[config.mk]
export PLATFORM = sky130hd
export DESIGN_NAME = life_engine_flat
export DESIGN_NICKNAME = d
export VERILOG_FILES = /design/src/rtl/life_pkg.sv /design/src/rtl/life_if.sv /design/src/rtl/life_row_next.sv /design/src/rtl/life_engine.sv /design/src/flat_wrapper.sv
export SDC_FILE = /design/constraint.sdc
export NUM_CORES = 2
export LEC_CHECK = 0
export CORE_MARGIN = 2
export CORE_UTILIZATION = 66
export CTS_BUF_LIST = sky130_fd_sc_hd__clkbuf_2
export CTS_CLUSTER_DIAMETER = 40
export CTS_CLUSTER_SIZE = 16
export DETAILED_ROUTE_END_ITERATION = 10
export GPL_TIMING_DRIVEN = 0
export PLACE_DENSITY = 0.89
export REMOVE_ABC_BUFFERS = 1
export SLEW_MARGIN = 20
export SYNTH_ARGS = -nofsm -noshare
export SYNTH_HDL_FRONTEND = slang
export SYNTH_HIERARCHICAL = 1
export SYNTH_SLANG_ARGS = --single-unit
[constraint.sdc]
create_clock -name i_clk -period 9.5 [get_ports i_clk]
set_input_delay 2.375 -clock i_clk [delete_from_list [all_inputs] [get_ports i_clk]]
set_output_delay 2.375 -clock i_clk [all_outputs]
set_load 0.1 [all_outputs]
[src/rtl/life_pkg.sv]
// Shared definitions for the Game-of-Life engine and the display stage.
package life_pkg;

    // Default board geometry: one cell per 32x32 sprite on a 640x480 screen.
    localparam int DEF_ROWS  = 15;
    localparam int DEF_COLS  = 20;
    localparam int DEF_GEN_W = 16;

    // Engine state encoding.
    typedef enum logic [1:0] {
        ST_IDLE    = 2'd0,
        ST_COMPUTE = 2'd1,
        ST_COMMIT  = 2'd2
    } life_state_e;

    // 12-bit RGB colours the display stage uses to paint cells.
    localparam logic [11:0] COLOUR_ALIVE = 12'h0F0;
    localparam logic [11:0] COLOUR_DEAD  = 12'h000;
    localparam logic [11:0] COLOUR_GRID  = 12'h333;

endpackage

[src/rtl/life_if.sv]
// Control, pattern-load and read bus between the engine and its users.
interface life_if #(
    parameter int COLS  = 20,
    parameter int GEN_W = 16
);
    logic             i_step;
    logic             i_wr_en;
    logic [3:0]       i_wr_row;
    logic [COLS-1:0]  i_wr_data;
    logic [4:0]       i_rd_x;
    logic [3:0]       i_rd_y;
    logic             o_alive;
    logic             o_busy;
    logic             o_done;
    logic [GEN_W-1:0] o_generation;

    // Controller / display side.
    modport master (
        output i_step, i_wr_en, i_wr_row, i_wr_data, i_rd_x, i_rd_y,
        input  o_alive, o_busy, o_done, o_generation
    );

    // Engine side.
    modport slave (
        input  i_step, i_wr_en, i_wr_row, i_wr_data, i_rd_x, i_rd_y,
        output o_alive, o_busy, o_done, o_generation
    );
endinterface

[src/rtl/life_row_next.sv]
// Combinational B3/S23 update of one board row with column wrap-around.
module life_row_next #(
    parameter int COLS = 20
) (
    input  logic [COLS-1:0] above_i,
    input  logic [COLS-1:0] centre_i,
    input  logic [COLS-1:0] below_i,
    output logic [COLS-1:0] next_o
);
    for (genvar c = 0; c < COLS; c++) begin : g_col
        // Left/right neighbours wrap around the board edges.
        localparam int L = (c == 0) ? COLS - 1 : c - 1;
        localparam int R = (c == COLS - 1) ? 0 : c + 1;
        logic [3:0] n;

        assign n = {3'b0, above_i[L]}  + {3'b0, above_i[c]}  + {3'b0, above_i[R]}
                 + {3'b0, centre_i[L]}                       + {3'b0, centre_i[R]}
                 + {3'b0, below_i[L]}  + {3'b0, below_i[c]}  + {3'b0, below_i[R]};

        assign next_o[c] = (n == 4'd3) | (centre_i[c] & (n == 4'd2));
    end
endmodule

[src/rtl/life_engine.sv]
// Double-buffered Game-of-Life engine: one row per clock into nxt, then a
// single-cycle commit into cur, which is the only bank the read port sees.
module life_engine
    import life_pkg::*;
#(
    parameter int ROWS  = DEF_ROWS,
    parameter int COLS  = DEF_COLS,
    parameter int GEN_W = DEF_GEN_W
) (
    input  logic  i_clk,
    input  logic  i_rst,
    life_if.slave bus
);
    localparam logic [3:0] ROW_LAST = 4'(ROWS - 1);
    localparam logic [3:0] ROWS_L   = 4'(ROWS);
    localparam logic [4:0] COLS_L   = 5'(COLS);

    life_state_e      state_q, state_d;
    logic [3:0]       row_q, row_d;
    logic [COLS-1:0]  cur_q [ROWS];
    logic [COLS-1:0]  nxt_q [ROWS];
    logic [GEN_W-1:0] gen_q;
    logic             done_q;
    logic             busy;
    logic             alive;
    logic [3:0]       up_idx, dn_idx;
    logic [COLS-1:0]  row_new;

    // State register.
    always_ff @(posedge i_clk) begin
        if (i_rst) state_q <= ST_IDLE;
        else       state_q <= state_d;
    end

    // Next-state logic: step only accepted from IDLE, ROWS compute cycles, one commit.
    always_comb begin
        state_d = state_q;
        case (state_q)
            ST_IDLE:    if (bus.i_step) state_d = ST_COMPUTE;
            ST_COMPUTE: if (row_q == ROW_LAST) state_d = ST_COMMIT;
            ST_COMMIT:  state_d = ST_IDLE;
            default:    state_d = ST_IDLE;
        endcase
    end

    // FSM outputs.
    always_comb begin
        busy = (state_q != ST_IDLE);
    end

    // Row counter walks 0..ROWS-1 during COMPUTE and parks at 0 otherwise.
    always_comb begin
        row_d = 4'd0;
        if (state_q == ST_COMPUTE && row_q != ROW_LAST) row_d = row_q + 4'd1;
    end

    // Row counter register.
    always_ff @(posedge i_clk) begin
        if (i_rst) row_q <= 4'd0;
        else       row_q <= row_d;
    end

    // Vertical neighbours wrap top-to-bottom.
    always_comb begin
        up_idx = (row_q == 4'd0)     ? ROW_LAST : row_q - 4'd1;
        dn_idx = (row_q == ROW_LAST) ? 4'd0     : row_q + 4'd1;
    end

    life_row_next #(.COLS(COLS)) u_row_next (
        .above_i  (cur_q[up_idx]),
        .centre_i (cur_q[row_q]),
        .below_i  (cur_q[dn_idx]),
        .next_o   (row_new)
    );

    // Board banks: pattern load in IDLE, row fill in COMPUTE, bank copy in COMMIT.
    always_ff @(posedge i_clk) begin
        if (i_rst) begin
            for (int r = 0; r < ROWS; r++) begin
                cur_q[r] <= '0;
                nxt_q[r] <= '0;
            end
        end else begin
            case (state_q)
                ST_IDLE: begin
                    if (bus.i_wr_en && bus.i_wr_row < ROWS_L) cur_q[bus.i_wr_row] <= bus.i_wr_data;
                end
                ST_COMPUTE: nxt_q[row_q] <= row_new;
                ST_COMMIT: begin
                    for (int r = 0; r < ROWS; r++) cur_q[r] <= nxt_q[r];
                end
                default: ;
            endcase
        end
    end

    // Generation counter and done pulse, both updated at the commit edge.
    always_ff @(posedge i_clk) begin
        if (i_rst) begin
            gen_q  <= '0;
            done_q <= 1'b0;
        end else begin
            done_q <= (state_q == ST_COMMIT);
            if (state_q == ST_COMMIT) gen_q <= gen_q + 1'b1;
        end
    end

    // Read mux on the visible bank; off-board coordinates read as dead.
    always_comb begin
        alive = 1'b0;
        if (bus.i_rd_y < ROWS_L && bus.i_rd_x < COLS_L) alive = cur_q[bus.i_rd_y][bus.i_rd_x];
    end

    assign bus.o_alive      = alive;
    assign bus.o_busy       = busy;
    assign bus.o_done       = done_q;
    assign bus.o_generation = gen_q;
endmodule

[src/flat_wrapper.sv]
// flat-port wrapper written by rule: the top's interface ports become plain ports
module life_engine_flat import life_pkg::*;
#(
    parameter int ROWS  = DEF_ROWS,
    parameter int COLS  = DEF_COLS,
    parameter int GEN_W = DEF_GEN_W
)
  (i_clk, i_rst, bus_i_step, bus_i_wr_en, bus_i_wr_row, bus_i_wr_data, bus_i_rd_x, bus_i_rd_y, bus_o_alive, bus_o_busy, bus_o_done, bus_o_generation);
  life_if #(.COLS(COLS), .GEN_W(GEN_W)) bus_i ();
  input  logic i_clk;
  input  logic i_rst;
  input wire logic [$bits(bus_i.i_step)-1:0] bus_i_step;
  input wire logic [$bits(bus_i.i_wr_en)-1:0] bus_i_wr_en;
  input wire logic [$bits(bus_i.i_wr_row)-1:0] bus_i_wr_row;
  input wire logic [$bits(bus_i.i_wr_data)-1:0] bus_i_wr_data;
  input wire logic [$bits(bus_i.i_rd_x)-1:0] bus_i_rd_x;
  input wire logic [$bits(bus_i.i_rd_y)-1:0] bus_i_rd_y;
  output wire logic [$bits(bus_i.o_alive)-1:0] bus_o_alive;
  output wire logic [$bits(bus_i.o_busy)-1:0] bus_o_busy;
  output wire logic [$bits(bus_i.o_done)-1:0] bus_o_done;
  output wire logic [$bits(bus_i.o_generation)-1:0] bus_o_generation;
  assign bus_i.i_step = bus_i_step;
  assign bus_i.i_wr_en = bus_i_wr_en;
  assign bus_i.i_wr_row = bus_i_wr_row;
  assign bus_i.i_wr_data = bus_i_wr_data;
  assign bus_i.i_rd_x = bus_i_rd_x;
  assign bus_i.i_rd_y = bus_i_rd_y;
  assign bus_o_alive = bus_i.o_alive;
  assign bus_o_busy = bus_i.o_busy;
  assign bus_o_done = bus_i.o_done;
  assign bus_o_generation = bus_i.o_generation;
  life_engine #(.ROWS(ROWS), .COLS(COLS), .GEN_W(GEN_W)) u_core (.i_clk(i_clk), .i_rst(i_rst), .bus(bus_i));
endmodule
==> results_dict.tcl <==
set metrics [dict create \
    outcome "finished clean" \
    syn-cell-area_um2 39600 \
    netlist.area_leader.share 0.470 \
    dr.pass1.iters 7 \
    core_area_um2 59200 \
    pwr-share-seq 0.443 \
    instances_no_fill 3993 \
    r2r_start "u_core/row_q[0]" \
    grt_antenna_before_repair 16 \
    initial_core_util 0.669 \
    worstPathRequired_ns 7.13 \
    clk_latency_ns 1.26 \
    clkPwrFrac 0.253 \
    synth_flop_cell "edfxtp_1" \
    synth_most_common_cell "edfxtp_1" \
    chipHeight_um 249 \
    cts_hold_buf 0 \
    die_area_um2 62000 \
    cts.repair.resized 0 \
    timing.final.ws_setup_ns 0.0326 \
    cts.sinks 643 \
    wl_um 138000 \
    ys_seq_area_frac 0.481 \
    htree_levels 3 \
    grt_util_all_layers 0.442 \
    ant_nets 0 \
    multi_input_area_um2 19400 \
    io_pins 56 \
    hold_depth 1 \
    rows 89 \
    clkTransAtPathRegs_ns 0.20 \
    ys_types 64 \
    synth_warnings 6 \
    dpl.cell_count 3805 \
    grt_max_degree 102 \
    crit_path_max_fanout 17 \
    die_x_um 249 \
    dp_hpwl_um 95600 \
    power.internal_mw 4.66 \
    cts_setup_buffers 0 \
    drv_cap 0 \
    fin_skew_ns 0.134 \
    areaGrowthSynthToFinish_pct 10.2 \
    fill_cells 3628 \
    fmax_mhz 106 \
    critPathKind "in -> out" \
    final_hold_viol_count 0 \
    min_period_over_period 0.997 \
    drc_errors 0 \
    pwr-share-comb 0.304 \
    tightestPinTransition_ns 1.24 \
    p_sw_frac 0.383 \
    async_flop_share 0 \
    netlist_top_cells_area "edfxtp_1, mux4_2, a22o_1" \
    clockBufferDepth 3 \
    setup_violations 0 \
    cp-start-kind "primary input" \
    min_period_ns 9.47 \
    p_leak_nw 15.7 \
    vias_per_cell 7.75 \
    startpoint "bus_i_rd_y[3]" \
    hold_path_class "reg -> reg" \
    syn_inst 3162 \
    place.port_buffers 55 \
    finalMaxSlewViolations 0 \
    dr.first_iter.drc_count 5969 \
    reg2reg_slack_ns 0.04 \
    synth_edf_count 620 \
    switching_power_mw 2.89 \
    dr_total_vias 30937 \
    r2r_end "u_core/nxt_q[14][2]" \
    cts_tree "yes" \
    cp.arrival_ns 7.09 \
    holdPathEnd "u_core/cur_q[7][10]" \
    grt_overflow 0 \
    p_per_area_nw_per_um2 173 \
    vdd_drop_max_v 0.0000959 \
    wl_per_cell_um 34.4 \
    synth_commonest_cells "edfxtp_1, and2_1, nand2_1, mux4_2, clkbuf_1" \
    cts_root_buffer "clkbuf_2" \
    reg2reg_depth 18 \
    syn_avg_cell_area_um2 12.5 \
    ys_ff_latch 643 \
    endpoint_kind "primary output" \
    max_slew_margin 0.171 \
    yosysTopAreaCell "edfxtp_1" \
    numCtsBuffers 96 \
    dpl_worst_slack_ns 0.369 \
    layout-drive-gt1-share 0.208 \
    first_global_vias 29828 \
    hold_path.startpoint "u_core/nxt_q[7][10]" \
    fin_nets 3312 \
    seq_area_um2 19100 \
    gp_congestion 1.04 \
    grt_pass1_wl_um 198000 \
    rsz0062_at_grt "no" \
]
==> routing by layer <==
layer  global-route usage  wire, um
met3                0.211     27000
met2                0.628     58100
met5               0.0185       240
met1                0.566     43900
met4                0.227      8310
==> cells by family after synthesis <==
family	after synthesis	synth area share
and+or+nand+nor	921	0.123
AOI/OAI and AO/OA	662	0.118
DFF	643	0.481
buffers and inverters	424	0.0440
muxes	349	0.169
adders and majority gates	145	0.0609
xor gates and xnor gates	17	0.00376
other	1	0.0000946
==> how the worst max path moves through the flow <==
stage               slack (ns)                   end
global route              0.23           bus_o_alive
detailed placement        0.37           bus_o_alive
global placement        -18.19  u_core/nxt_q[14][11]
CTS                       0.34           bus_o_alive
floorplan                -6.85  u_core/nxt_q[14][10]
finish                    0.03           bus_o_alive
==> flip-flops by register name, summed over array words and instances, names as in the netlist <==
register                 cells
u_core/bus.o_generation     16
u_core/cur_q               320
u_core/bus.o_done            1
u_core/row_q                 4
u_core/nxt_q               300
u_core/state_q               2
==> area by class of cell <==
cell class / instances / share of cell area
well taps: 773 / 0.0221
clock inverters: 78 / 0.0196
repair buffers: 147 / 0.0537
clock buffers: 104 / 0.0119
multi-input cells: 2114 / 0.444
inverters: 128 / 0.0110
diodes: 6 / 0.000344
flip-flops and latches: 643 / 0.437
==> cells in the final DEF (no fill, tap or decap), drive strengths merged, types with 6 or more instances in the layout <==
| cell type | Yosys | routed |
|---|---|---|
| a22o | 203 | 203 |
| a222oi | 6 | 6 |
| clkinvlp | 0 | 11 |
| nand2b | 118 | 118 |
| mux2i | 66 | 66 |
| nor3 | 21 | 21 |
| or2 | 33 | 33 |
| dfxtp | 23 | 23 |
| ha | 65 | 65 |
| nand2 | 252 | 252 |
| mux4 | 252 | 252 |
| a22oi | 25 | 25 |
| fa | 80 | 80 |
| a21oi | 76 | 76 |
| nor2 | 77 | 77 |
| diode | 0 | 6 |
| o221ai | 19 | 19 |
| conb | 1 | 20 |
| and3 | 53 | 53 |
| clkinv | 0 | 34 |
| mux2 | 31 | 31 |
| inv | 128 | 153 |
| buf | 68 | 96 |
| clkdlybuf4s50 | 0 | 51 |
| o21ai | 183 | 183 |
| xor2 | 14 | 14 |
| a311oi | 29 | 29 |
| o32a | 7 | 7 |
| a211oi | 37 | 37 |
| and2 | 284 | 284 |
| nor2b | 22 | 22 |
| o22ai | 27 | 27 |
| edfxtp | 620 | 620 |
| nand3 | 42 | 42 |
| a221oi | 6 | 6 |
| nand4 | 6 | 6 |
| clkbuf | 228 | 104 |
| o311ai | 6 | 6 |
| a31oi | 16 | 16 |
| bufinv | 0 | 8 |
==> critical path: stages <==
cell	delay (ns)
clkdlybuf4s50_1	0.79
nor2_1	0.91
a22oi_1	0.21
a41oi_1	0.26
o21ai_0	0.26
and4b_1	0.29
o31ai_1	0.70
clkdlybuf4s50_1	1.27
==> power by group through the flow <==
stage               Sequential (mW)  Clock (mW)  Combinational, mW
floorplan                      3.36           0               1.20
global placement               3.40           0               1.91
detailed placement             3.40           0               2.13
CTS                            3.33        1.90               2.15
global route                   3.35        2.02               2.39
finish                         3.34        1.91               2.29
==> per-stage QoR <==
stage | setup TNS [ns] | hold slack, ns | utilization | power, mW | area, um2
after global routing | 0 | 0.497 | 0.737 | 7.77 | 43700
after detailed placement | 0 | 0.490 | 0.714 | 5.53 | 42300
after floorplan | -2029.37 | 0.428 | - | 4.56 | 38500
after global placement | -7960.68 | 0.445 | 0.675 | 5.31 | 40000
after CTS | 0 | 0.495 | 0.737 | 7.38 | 43700
final | 0 | 0.508 | 0.738 | 7.54 | 43700
Note: power is estimated with default switching activity, not from simulation.
